<file path="config.mk">
export PLATFORM = sky130hd
export DESIGN_NAME = result_uart_tx
export DESIGN_NICKNAME = d
export VERILOG_FILES = /design/src/rtl/result_uart_tx.sv
export SDC_FILE = /design/constraint.sdc
export NUM_CORES = 1
export LEC_CHECK = 0
export ABC_AREA = 1
export CORE_MARGIN = 2
export CORE_UTILIZATION = 25
export CTS_BUF_LIST = sky130_fd_sc_hd__clkbuf_8
export CTS_CLUSTER_SIZE = 16
export DETAILED_ROUTE_END_ITERATION = 16
export PLACE_DENSITY = 0.4
export SLEW_MARGIN = 10
export SYNTH_ARGS = -nofsm -noshare
export SYNTH_HDL_FRONTEND = slang
export SYNTH_SLANG_ARGS = --single-unit
</file>
<file path="constraint.sdc">
create_clock -name clk -period 5.4 [get_ports clk]
set_clock_uncertainty 0.1 [all_clocks]
set_input_delay 1.62 -clock clk [delete_from_list [all_inputs] [get_ports clk]]
set_output_delay 1.62 -clock clk [all_outputs]
set_load 0.005 [all_outputs]
</file>
<file path="src/rtl/result_uart_tx.sv">
// result_uart_tx
// Reads an H x V 8-bit image out of the result frame RAM in raster order
// (address 0 upward). Each pixel is sent as one UART 8N1 character so the
// finished frame can be dumped to a host.
//
// Ports:
//   clk    - system clock, rising edge
//   rst_n  - asynchronous active-low reset (aborts a dump in progress)
//   start  - frame-dump request, only looked at while idle
//   doutb  - result RAM read data (synchronous RAM, 1-cycle latency)
//   addrb  - result RAM read address (registered)
//   enb    - result RAM read enable (registered, one cycle per pixel)
//   txd    - UART serial output, idles high
//   busy   - dump in progress
//   done   - frame complete, held until the next start is accepted
//
// Per-pixel timing is 2 fetch cycles (REQ, WAIT) followed by 10 bit times.
// txd stays high during the two fetch cycles.
module result_uart_tx #(
  parameter int H            = 500,
  parameter int V            = 500,
  parameter int AW           = 18,
  parameter int CLKS_PER_BIT = 868
) (
  input  logic          clk,
  input  logic          rst_n,
  input  logic          start,
  input  logic [7:0]    doutb,
  output logic [AW-1:0] addrb,
  output logic          enb,
  output logic          txd,
  output logic          busy,
  output logic          done
);

  typedef enum logic [2:0] {
    S_IDLE, S_REQ, S_WAIT, S_START, S_DATA, S_STOP
  } state_t;

  localparam int            BW        = $clog2(CLKS_PER_BIT);
  localparam logic [BW-1:0] BAUD_LAST = BW'(CLKS_PER_BIT - 1);
  localparam logic [AW-1:0] PIX_LAST  = AW'(H * V - 1);

  state_t        state_q, state_d;
  logic [AW-1:0] idx_q, idx_d;
  logic [2:0]    bit_q, bit_d;
  logic [BW-1:0] baud_q, baud_d;
  logic [7:0]    shift_q, shift_d;
  logic [AW-1:0] addrb_d;
  logic          enb_d, txd_d, busy_d, done_d;
  logic          baud_end;

  assign baud_end = (baud_q == BAUD_LAST);

  always_comb begin
    // NOTE: every signal gets its hold value first, so no path through the
    // case statement leaves one unassigned and no latch is inferred.
    state_d = state_q;
    idx_d   = idx_q;
    bit_d   = bit_q;
    baud_d  = baud_q;
    shift_d = shift_q;
    addrb_d = addrb;
    enb_d   = enb;
    txd_d   = txd;
    busy_d  = busy;
    done_d  = done;

    case (state_q)
      S_IDLE: begin
        txd_d = 1'b1;
        enb_d = 1'b0;
        if (start) begin
          idx_d   = '0;
          addrb_d = '0;
          enb_d   = 1'b1;
          busy_d  = 1'b1;
          done_d  = 1'b0;
          state_d = S_REQ;
        end
      end

      // RAM samples addrb/enb at the edge that ends this cycle.
      S_REQ: begin
        enb_d   = 1'b0;
        state_d = S_WAIT;
      end

      // Read data is valid only in this cycle; capture it now, since the
      // RAM output is not guaranteed to hold afterwards.
      S_WAIT: begin
        shift_d = doutb;
        txd_d   = 1'b0;
        baud_d  = '0;
        state_d = S_START;
      end

      S_START: begin
        baud_d = baud_q + 1'b1;
        if (baud_end) begin
          baud_d  = '0;
          txd_d   = shift_q[0];
          bit_d   = '0;
          state_d = S_DATA;
        end
      end

      // txd already shows shift_q[0]; on each bit boundary shift right and
      // present the next bit (shift_q[1]) in the same edge.
      S_DATA: begin
        baud_d = baud_q + 1'b1;
        if (baud_end) begin
          baud_d = '0;
          if (bit_q == 3'd7) begin
            txd_d   = 1'b1;
            state_d = S_STOP;
          end else begin
            shift_d = shift_q >> 1;
            txd_d   = shift_q[1];
            bit_d   = bit_q + 1'b1;
          end
        end
      end

      S_STOP: begin
        baud_d = baud_q + 1'b1;
        if (baud_end) begin
          baud_d = '0;
          if (idx_q == PIX_LAST) begin
            busy_d  = 1'b0;
            done_d  = 1'b1;
            state_d = S_IDLE;
          end else begin
            idx_d   = idx_q + 1'b1;
            addrb_d = idx_q + 1'b1;
            enb_d   = 1'b1;
            state_d = S_REQ;
          end
        end
      end

      default: state_d = S_IDLE;
    endcase
  end

  // NOTE: sequential state uses non-blocking assignments so every register
  // samples the pre-edge values regardless of statement order.
  always_ff @(posedge clk or negedge rst_n) begin
    if (!rst_n) begin
      state_q <= S_IDLE;
      idx_q   <= '0;
      bit_q   <= '0;
      baud_q  <= '0;
      shift_q <= '0;
      addrb   <= '0;
      enb     <= 1'b0;
      txd     <= 1'b1;
      busy    <= 1'b0;
      done    <= 1'b0;
    end else begin
      state_q <= state_d;
      idx_q   <= idx_d;
      bit_q   <= bit_d;
      baud_q  <= baud_d;
      shift_q <= shift_d;
      addrb   <= addrb_d;
      enb     <= enb_d;
      txd     <= txd_d;
      busy    <= busy_d;
      done    <= done_d;
    end
  end

endmodule

</file>
# Word-level counts from Yosys, hierarchy flattened
# Index checks and enable logic that the tools add are counted.
[op_classes]
muxes = 36
n_reduce_logical = 15
add_sub_neg = 3
eq_ne = 16
[op_table]
columns = ["cell", "count"]
rows = [
  ["$mux 18", 3],
  ["$pmux 18 s2", 1],
  ["$mux 3", 8],
  ["$pmux 10 s2", 1],
  ["$add 18x1->18 const B", 1],
  ["$eq 18x18->1 const B", 1],
  ["$pmux 3 s6", 1],
  ["$mux 8", 2],
  ["$ne 2x2->1 const B", 8],
  ["$pmux 8 s2", 1],
  ["$mux 1", 13],
  ["$reduce_and 4->1", 3],
  ["$add 10x1->10 const B", 1],
  ["$eq 10x10->1 const B", 1],
  ["$mux 10", 1],
  ["$eq 3x3->1 const B", 3],
  ["$reduce_and 3->1", 3],
  ["$reduce_bool 2->1", 4],
  ["$eq 3x2->1 const B", 2],
  ["$pmux 3 s2", 1],
  ["$reduce_and 5->1", 1],
  ["$pmux 1 s2", 2],
  ["$pmux 1 s4", 1],
  ["$reduce_bool 4->1", 1],
  ["other kinds (6)", 6],
]
[totals]
inputBits = 11
ff_bits = 46
elab_cells = 79

# Logic depth before layout (Yosys ltp)
# Gate-level depths: netlist of the first run.
[logic_depth]
depth_word = 4
mapped_depth = 11
ltp_nobuf = 10

# Least setup slack after synthesis of the first run
# OpenSTA, ideal clock, no wires.
[synth_path]
kind = "input to register"
from = "input port start"
to = "register idx_q[2]"
arrival_time_ns = 2.299
n_path_buf = 1
path_stages = 6
setup_time_ns = 0.118
setup_slack_ns = 2.884
path_cell_list = "or2_1 -> a21boi_4 -> nand2_8 -> buf_12 -> nand2_2 -> o21ai_2"
[synth_via]
elab_chain_cells = 2
[synth_rtl]
columns = ["item", "line", "source"]
rows = [
  ["start: declaration", "27", "input logic start,"],
  ["$ne 2x2->1 (no line)", "-", ""],
  ["$reduce_and 4->1 (no line)", "-", ""],
  ["end signal: assignment", "162", "idx_q <= idx_d;"],
  ["end: declaration", "45", "logic [AW-1:0] idx_q, idx_d;"],
]
# No other way between the ends.
# A chain may end at the register's enable or synchronous reset.

==> reports/qor.yml, run 1 <==
power_and_ir_drop:
  p_leak_nw: 1.46
  powerDensity_nw_per_um2: 185
  p_total_mw: 0.623
  ir_worst_vdd_v: 0.0000863
synth:
  postSynthAreaPerCell_um2: 7.70
  synth-seq-cells: 46
  ys_seq_area_share_pct: 40.9
  synthMuxAreaShare_pct: 2.13
  synth_ff_type: "dfrtp_1"
  yosys.area_share.adder_pct: 1.78
  synth-simple-area-share_pct: 35.0
  synth_area_leader_cell: "dfrtp_1"
  synth_area_um2: 2820
  synth_warnings: 0
  syn-num-nets: 381
  synth_xor_xnor_area_share_pct: 3.11
  synth_cells: 366
  synth.top_cells.by_area: "dfrtp_1 (40%), nand2_1 (16%), nor2_1 (5.5%)"
  ys_types: 41
  synth_top_family_by_area: "simple AND/OR/NAND/NOR gates"
  yosysTopAreaCellShare_pct: 40.0
  synth-compound-area-share_pct: 11.3
  synth-edff-count: 0
  synthArstFlopShare_pct: 100
worst_setup_path:
  crit_required_ns: 3.68
  crit_slowest_cell: "clkdlybuf4s50_1"
  cp_max_fo: 9
  cp.arrival_ns: 1.41
  slowest_delay_ns: 0.57
  end_kind: "output pin"
  path_cells: "clkdlybuf4s50_1"
  critPathTopFamily: "buffers and inverters"
  critical_path_class: "flip-flop to output pin"
  worst-path-stages: 1
  r2r.worst_path.cells: 6
  critPathBufInv: 1
  regToRegSetupSlack_ns: 3.35
  startpoint_type: "flip-flop"
sta:
  timing.final.crit_share_pct: 58.0
  setup_violations: 0
  setup_tns_ns: 0
  rsz0062_at_grt: "no"
  relSlewSlack_pct: 57.0
  fin_ws_ns: 2.27
  fmax_mhz: 319
  hold_violations: 0
  worstMarginPinSlew_ns: 0.645
  min_period_ns: 3.13
  final_max_slew_viol_count: 0
cells_and_area:
  antenna_cells: 0
  fin_cells: 541
  nNetsFinal: 415
  layout-drive-gt1-share_pct: 12.2
  areaGrowthSynthToFinish_pct: 19.3
  final_common_cell: "nand2_1"
  most-common-layout-cells: "nand2_1 (118), dfrtp_1 (45), nor2_1 (41), clkdlybuf4s50_1 (31), nand3_1 (25)"
  postLayoutCellArea_um2: 3360
placed_design:
  post-place-ws_ns: 2.32
  portBuffers: 32
  dp_hpwl_um: 5200
  place_area_um2: 3260
  gp_congestion: 0.742
  dp.cells: 533
run:
  cap_violations: 0
cts:
  postCtsSetupBuffers: 0
  cts_buffer_depth: 2
  cts_buffers: 5
  htreeDepth: 2
  ctsRootBufferMaster: "clkbuf_8"
  cts_tree: "built"
  insertion_delay_ns: 0.31
  cts.sinks: 46
  cts_resized: 0
  hold_buffers: 0
  clk_pin_slew_worst_paths_ns: 0.10
detailed_routing:
  drtPass1Iterations: 4
  drc: 0
  wl_per_cell_um: 13.4
  drt_iter0_drc: 100
  ant_nets: 0
  drt_wl_total_um: 7240
  viasPerCell: 4.46
  vias: 2415
global_routing:
  antenna_found_initial: 0
  overflow: 0
  grt_pass1_wl_um: 12100
  grt_pass1_vias: 2427
  grt_usage_pct: 12.8
  grt_max_degree: 47
floorplan:
  die_x_um: 110
  core_area_um2: 10900
  ios: 33
  die_area_um2: 12100
  floorplan.initialDensity_pct: 25.8
  fp.dieH_um: 110
  num_rows: 38
hold_path:
  hold_path.class: "flip-flop to flip-flop"
  holdPathStages: 2
outcome:
  status: "complete, no violations"
cells by family after synthesis:
group / Yosys count
AOI/OAI and AO/OA: 50
xor gates and xnor gates: 10
adders and majority gates: 4
buffers and inverters: 34
DFF: 46
muxes: 6
and+or+nand+nor: 216
flip-flops by register name, indices dropped and copies added, names as in the netlist:
signal / cells
baud_q: 10
bit_q: 3
busy: 1
done: 1
enb: 1
idx_q: 18
shift_q: 8
state_q: 3
txd: 1
power breakdown:
| group | switching, mW | internal (mW) |
|---|---|---|
| Clock | 0.137 | 0.118 |
| Combinational | 0.0106 | 0.00906 |
| Sequential | 0.00158 | 0.347 |
cells in the mapped netlist (2+ instances only):
library cell    n
nand3_1        25
o21ai_0        12
nand4_1         4
mux2i_1         6
xnor2_1         4
o22ai_1         4
inv_2           5
buf_6           2
a21oi_1         4
o21ai_2         8
dfrtp_1        45
a21oi_2         2
o21ai_1        15
and2_1          3
or2_2           3
nor3_2          3
nor2_2          2
nor3_1          2
ha_1            4
nor2_1         41
nand2_2         7
nand2_1       118
xor2_1          6
inv_1          23
nor2_4          2
metrics by stage:
stage          hold slack [ns]  utilization, %
2_1_floorplan            0.358               -
3_3_place_gp             0.367            29.8
3_5_place_dp             0.366            29.8
4_1_cts                  0.394            30.7
5_1_grt                  0.440            30.7
6_report                 0.385            30.7
routing by layer:
metal | share of wire (%) | global-route usage (%) | vias up
li1 | - | - | 1249
met1 | 50 | 17.3 | 1127
met2 | 47 | 21.3 | 32
met3 | 2.7 | 2.12 | 7
met4 | 0.82 | 2.95 | 0
met5 | 0 | 0 | -
layout make-up:
| cell class | instances | area [um^2] |
|---|---|---|
| Sequential cell | 46 | 1150 |
| Tap cell | 140 | 175 |
| Timing Repair Buffer | 33 | 323 |
| Multi-Input combinational cell | 286 | 1500 |
| Clock inverter | 1 | 8.76 |
| Inverter | 28 | 105 |
| Clock buffer | 7 | 96.3 |
| Fill cell | 1224 | 7570 |
path summary, 6_finish.rpt:
check	start	to
max in group asynchronous	rst_n	idx_q[15]$_DFFE_PN0P_
hold / removal	enb$_DFFE_PN0P_	enb$_DFFE_PN0P_
hold reg to reg	enb$_DFFE_PN0P_	enb$_DFFE_PN0P_
min in group asynchronous	rst_n	bit_q[1]$_DFFE_PN0P_
setup reg to reg	state_q[2]$_DFFE_PN0P_	baud_q[2]$_DFFE_PN0P_
setup / recovery	idx_q[0]$_DFFE_PN0P_	addrb[0]
Note: power is estimated with default switching activity, not from simulation.
==> run 2, diff against run 1 <==
clock period = 3.1 ns   (was 5.4 ns; I/O delays follow)
==> run 2 against run 1 <==
  * Sequential share of layout area down 0.15 points
  * Combinational power is 78% higher
  * Critical path depth stayed put
  * First-iteration DRC count down 28%
  * Routed wire length is 0.99% lower
  * Design area increased by 0.45%
  * Critical path type unchanged
  * Sequential power rose by 74%
  * Non-clock buffer count up 1
  * Largest power group unchanged
==> reports/qor.yml, run 2 (synthesized netlist as in run 1, its figures left out) <==
cells_and_area:
  layout-drive-gt1-share_pct: 12.4  # was 12.2%
  reg.largest.list: "idx_q: 18 flops, baud_q: 10 flops, shift_q: 8 flops"  # unchanged
  areaGrowthSynthToFinish_pct: 19.9  # was 19.3%
  most-common-layout-cells: "nand2_1 (118), dfrtp_1 (45), nor2_1 (41), clkdlybuf4s50_1 (31), nand3_1 (25)"  # unchanged
  regMostFlops: "idx_q"  # unchanged
  antenna_cells: 0  # unchanged
  utilization_pct: 30.9  # was 30.7%
  nNetsFinal: 416  # was 415
  largest_reg_flops: 18  # unchanged
  final_common_cell: "nand2_1"  # unchanged
floorplan:
  num_rows: 38  # unchanged
  ios: 33  # unchanged
  die_area_um2: 12100  # unchanged
  floorplan.initialDensity_pct: 25.8  # unchanged
  core_area_um2: 10900  # unchanged
  die_x_um: 110  # unchanged
  fp.dieH_um: 110  # unchanged
sta:
  timing.final.crit_share_pct: 79.2
  relSlewSlack_pct: 58.9  # was 57.0%
  fmax_mhz: 407
  setup_violations: 0  # unchanged
  min_period_ns: 2.45
  worstMarginPinSlew_ns: 0.617  # was 0.645 ns
  holdWs_ns: 0.380  # was 0.385 ns
  final_max_slew_viol_count: 0  # unchanged
  hold_violations: 0  # unchanged
  setup_tns_ns: 0  # unchanged
  rsz0062_at_grt: "no"  # unchanged
outcome:
  status: "complete, no violations"  # unchanged
worst_setup_path:
  crit_slowest_cell: "clkdlybuf4s50_1"  # unchanged
  startpoint_type: "flip-flop"  # unchanged
  cp.arrival_ns: 1.42  # was 1.41 ns
  critical_path_class: "flip-flop to output pin"  # unchanged
  cp_max_fo: 9  # unchanged
  slowest_delay_ns: 0.57  # about the same
  critPathTopFamily: "buffers and inverters"  # unchanged
  crit_required_ns: 2.07  # was 3.68 ns
  critPathBufInv: 1  # unchanged
  path_cells: "clkdlybuf4s50_1"  # unchanged
  end_kind: "output pin"  # unchanged
cts:
  cts_resized: 0  # unchanged
  cts_buffer_depth: 2  # unchanged
  cts.sinks: 46  # unchanged
  postCtsSetupBuffers: 0  # unchanged
  ctsRootBufferMaster: "clkbuf_8"  # unchanged
  cts_buffers: 5  # unchanged
  htreeDepth: 2  # unchanged
  hold_buffers: 0  # unchanged
  cts_tree: "built"  # unchanged
  insertion_delay_ns: 0.31  # about the same
  clk_pin_slew_worst_paths_ns: 0.11  # was 0.10 ns
power_and_ir_drop:
  p_leak_nw: 1.47  # was 1.46 nW
  ir_worst_vdd_v: 0.000158  # was 0.0000863 V
  p_total_mw: 1.12  # was 0.623 mW
  powerDensity_nw_per_um2: 331  # was 185 nW/um^2
detailed_routing:
  viasPerCell: 4.44  # was 4.46
  drt_wl_total_um: 7170  # was 7240 um
  drc: 0  # unchanged
  ant_nets: 0  # unchanged
  drtPass1Iterations: 4  # unchanged
  wl_per_cell_um: 13.2  # was 13.4 um
  vias: 2406  # was 2415
  drt_iter0_drc: 72  # was 100
hold_path:
  hold_path.class: "flip-flop to flip-flop"  # unchanged
global_routing:
  antenna_found_initial: 0  # unchanged
  grt_pass1_vias: 2458  # was 2427
  overflow: 0  # unchanged
  grt_pass1_wl_um: 12200  # was 12100 um
  grt_max_degree: 28  # was 47
  grt_usage_pct: 12.9  # was 12.8%
placed_design:
  dp_hpwl_um: 5290  # was 5200 um
  portBuffers: 32  # unchanged
  gp_congestion: 0.759  # was 0.742
run:
  cap_violations: 0  # unchanged
==> run 2: cell types whose count changed in the layout (fill, tap and decap cells not counted) <==
cell       change
bufinv_16      +1
inv_6          +1
clkinv_2       +1
clkinv_4       -1
buf_4          +1
clkbuf_8       -2
==> run 2: worst min-delay path, cell delays in order, from the launching register on <==
cell and delay, ns:
dfrtp_1 0.35, nand2_1 0.05, nand2_1 0.05
==> run 2: path summary, 6_finish.rpt <==
path                            depth (start not counted)  slack (ns)                     to              startpoint
worst max-delay path                                    1        0.65               addrb[0]    idx_q[0]$_DFFE_PN0P_
worst min-delay path                                    2        0.38        enb$_DFFE_PN0P_         enb$_DFFE_PN0P_
worst max register to register                          6        1.07  baud_q[2]$_DFFE_PN0P_  state_q[2]$_DFFE_PN0P_
worst min register to register                          2        0.38        enb$_DFFE_PN0P_         enb$_DFFE_PN0P_
max in group asynchronous                               2        1.76   idx_q[5]$_DFFE_PN0P_                   rst_n
min in group asynchronous                               1        0.52  baud_q[1]$_DFFE_PN0P_                   rst_n
==> run 2: layout make-up <==
type | count | area, um^2
sequential | 46 | 1150
clock buffer | 5 | 68.8
clock inverter | 3 | 43.8
fill | 1198 | 7560
multi-input combinational | 286 | 1500
tap | 140 | 175
timing repair buffer | 34 | 330
inverter | 28 | 105
==> run 2: where the power goes <==
part / switching (mW) / leakage, nW / total [mW] / internal, mW
Clock: 0.233 / 0.0585 / 0.476 / 0.242
Sequential: 0.00268 / 0.587 / 0.608 / 0.605
Combinational: 0.0183 / 0.826 / 0.0349 / 0.0166
==> run 2: metal layers <==
metal,vias up,track usage (%),share of wire [%]
met4,0,3.48,0.88
li1,1247,-,-
met5,-,0,0
met2,33,21.6,47
met1,1121,16.8,49
met3,5,2.65,3.4
==> run 2: stage by stage <==
step / instance area (um^2) / std cells / worst slack, ns
after CTS: 3380 / 542 / 0.634
after global routing: 3380 / 542 / 0.577
final: 3380 / 542 / 0.646
after global placement: 3260 / 534 / 0.715
after detailed placement: 3260 / 534 / 0.709
after floorplan: 2820 / 366 / 1.27
==> run 3, diff against run 2 <==
PLACE_DENSITY = 0.41   (was 0.4)
clock period = 2.25 ns   (was 3.1 ns; I/O delays follow)
==> run 3 against run 2 <==
  * Power grew 37%
  * Count of clock-buffer cells in the layout is the same
  * Final cell count grew 0.74%
  * Critical path type unchanged
  * Largest power group unchanged
==> reports/qor.yml, run 3 (synthesized netlist as in run 1, its figures left out) <==
placed_design:
  post-place-ws_ns: 0.124  # was 0.709 ns
  gp_congestion: 0.791  # was 0.759
  place_area_um2: 3310  # was 3260 um^2
  dp.cells: 538  # was 534
  dp_hpwl_um: 5330  # was 5290 um
  portBuffers: 32  # unchanged
cells_and_area:
  regArea_um2: 1150  # unchanged
  final.fill_count: 1190  # was 1198
  largest_reg_flops: 18  # unchanged
  layout-drive-gt1-share_pct: 13.1  # was 12.4%
  multiInputGateArea_um2: 1500  # unchanged
  antenna_cells: 0  # unchanged
  fin_cells: 546  # was 542
  most-common-layout-cells: "nand2_1 (118), dfrtp_1 (45), nor2_1 (41), clkdlybuf4s50_1 (31), nand3_1 (25)"  # unchanged
  nNetsFinal: 420  # was 416
  regMostFlops: "idx_q"  # unchanged
  areaGrowthSynthToFinish_pct: 21.3  # was 19.9%
  postLayoutCellArea_um2: 3420  # was 3380 um^2
  reg.largest.list: "idx_q: 18 flops, baud_q: 10 flops, shift_q: 8 flops"  # unchanged
  final_common_cell: "nand2_1"  # unchanged
detailed_routing:
  drtPass1Iterations: 5  # was 4
  vias: 2417  # was 2406
  drc: 0  # unchanged
  drt_iter0_drc: 122  # was 72
  drt_wl_total_um: 7200  # was 7170 um
  ant_nets: 0  # unchanged
  viasPerCell: 4.43  # was 4.44
  wl_per_cell_um: 13.2  # about the same
sta:
  worstMarginPinSlew_ns: 0.475  # was 0.617 ns
  rsz0062_at_grt: "no"  # unchanged
  fin_ws_ns: 0.0775  # was 0.646 ns
  timing.final.crit_share_pct: 96.6
  setup_violations: 0  # unchanged
  hold_violations: 0  # unchanged
  relSlewSlack_pct: 68.3  # was 58.9%
  min_period_ns: 2.17
  fmax_mhz: 460
  final_max_slew_viol_count: 0  # unchanged
  setup_tns_ns: 0  # unchanged
floorplan:
  floorplan.initialDensity_pct: 25.8  # unchanged
  num_rows: 38  # unchanged
  fp.dieH_um: 110  # unchanged
  core_area_um2: 10900  # unchanged
  ios: 33  # unchanged
  die_area_um2: 12100  # unchanged
  die_x_um: 110  # unchanged
global_routing:
  grt_max_degree: 28  # unchanged
  grt_usage_pct: 12.9  # about the same
  antenna_found_initial: 0  # unchanged
  grt_pass1_vias: 2473  # was 2458
  overflow: 0  # unchanged
  grt_pass1_wl_um: 12300  # was 12200 um
power_and_ir_drop:
  powerDensity_nw_per_um2: 448  # was 331 nW/um^2
  p_total_mw: 1.53  # was 1.12 mW
  ir_worst_vdd_v: 0.000240  # was 0.000158 V
  p_leak_nw: 1.49  # was 1.47 nW
cts:
  cts_buffers: 5  # unchanged
  cts.sinks: 46  # unchanged
  cts_tree: "built"  # unchanged
  ctsRootBufferMaster: "clkbuf_8"  # unchanged
  cts_resized: 0  # unchanged
  postCtsSetupBuffers: 0  # unchanged
  hold_buffers: 0  # unchanged
  clk_pin_slew_worst_paths_ns: 0.10  # was 0.11 ns
  cts_buffer_depth: 2  # unchanged
  insertion_delay_ns: 0.31  # about the same
  htreeDepth: 2  # unchanged
worst_setup_path:
  startpoint_type: "flip-flop"  # unchanged
  cp.arrival_ns: 1.40  # was 1.42 ns
  critical_path_class: "flip-flop to output pin"  # unchanged
  critPathBufInv: 1  # unchanged
  crit_required_ns: 1.47  # was 2.07 ns
  crit_slowest_cell: "clkdlybuf4s50_1"  # unchanged
  crit_start: "idx_q[3]$_DFFE_PN0P_"  # was idx_q[0]$_DFFE_PN0P_
  end_kind: "output pin"  # unchanged
  critPathTopFamily: "buffers and inverters"  # unchanged
  reg2reg_from: "baud_q[0]$_DFFE_PN0P_"  # was state_q[2]$_DFFE_PN0P_
  cp_max_fo: 7  # was 9
  slowest_delay_ns: 0.57  # about the same
  path_cells: "clkdlybuf4s50_1"  # unchanged
run:
  cap_violations: 0  # unchanged
hold_path:
  hold_path.class: "primary input to asynchronous set/reset pin"  # was flip-flop to flip-flop
outcome:
  status: "complete, no violations"  # unchanged
[run 3: cell types whose count changed in the layout (fill, tap and decap cells not counted)]
| cell | before | now |
|---|---|---|
| buf_4 | 2 | 5 |
| clkinvlp_4 | 0 | 1 |
| inv_6 | 1 | 0 |
| inv_1 | 23 | 24 |
| clkinv_2 | 1 | 0 |
| buf_12 | 0 | 1 |
[run 3: power breakdown]
part / internal, mW / switching (mW) / total [mW] / leakage, nW
Combinational: 0.0229 / 0.0254 / 0.0484 / 0.850
Clock: 0.328 / 0.316 / 0.644 / 0.0556
Sequential: 0.833 / 0.00367 / 0.837 / 0.587
Total: 1.18 / 0.345 / 1.53 / 1.49
[run 3: routing by layer]
metal  share of wire [%]  track usage, %  up-vias  wire length (um)
li1                    -               -     1264                 -
met2                  45            20.8       33              3240
met4                0.64            2.68        0                46
met3                 3.5            2.76        5               251
met5                   0               0        -                 0
met1                  51            17.8     1115              3660
[run 3: path summary, 6_finish.rpt]
path,cells past startpoint,endpoint,slack [ns]
worst max-delay path,1,addrb[3],0.08
worst min-delay path,1,baud_q[4]$_DFFE_PN0P_,0.21
worst max register to register,7,shift_q[7]$_DFFE_PN0P_,0.29
worst min register to register,2,shift_q[2]$_DFFE_PN0P_,0.39
max in group asynchronous,2,baud_q[2]$_DFFE_PN0P_,1.25
min in group clk,2,shift_q[2]$_DFFE_PN0P_,0.39
[run 3: through the flow]
| stage | util (%) | hold WS (ns) |
|---|---|---|
| CTS | 31.2 | 0.226 |
| floorplan | - | 0.279 |
| finish | 31.2 | 0.211 |
| global route | 31.2 | 0.243 |
| detailed placement | 30.2 | 0.378 |
| global placement | 30.2 | 0.374 |
[run 3: cell type report]
cell class                 instances  share of cell area [%]
clock inverter                     3                    1.21
timing repair buffer              38                    10.9
tap                              140                    5.13
sequential                        46                    33.7
clock buffer                       5                    2.01
multi-input combinational        286                    43.9
inverter                          28                    3.08
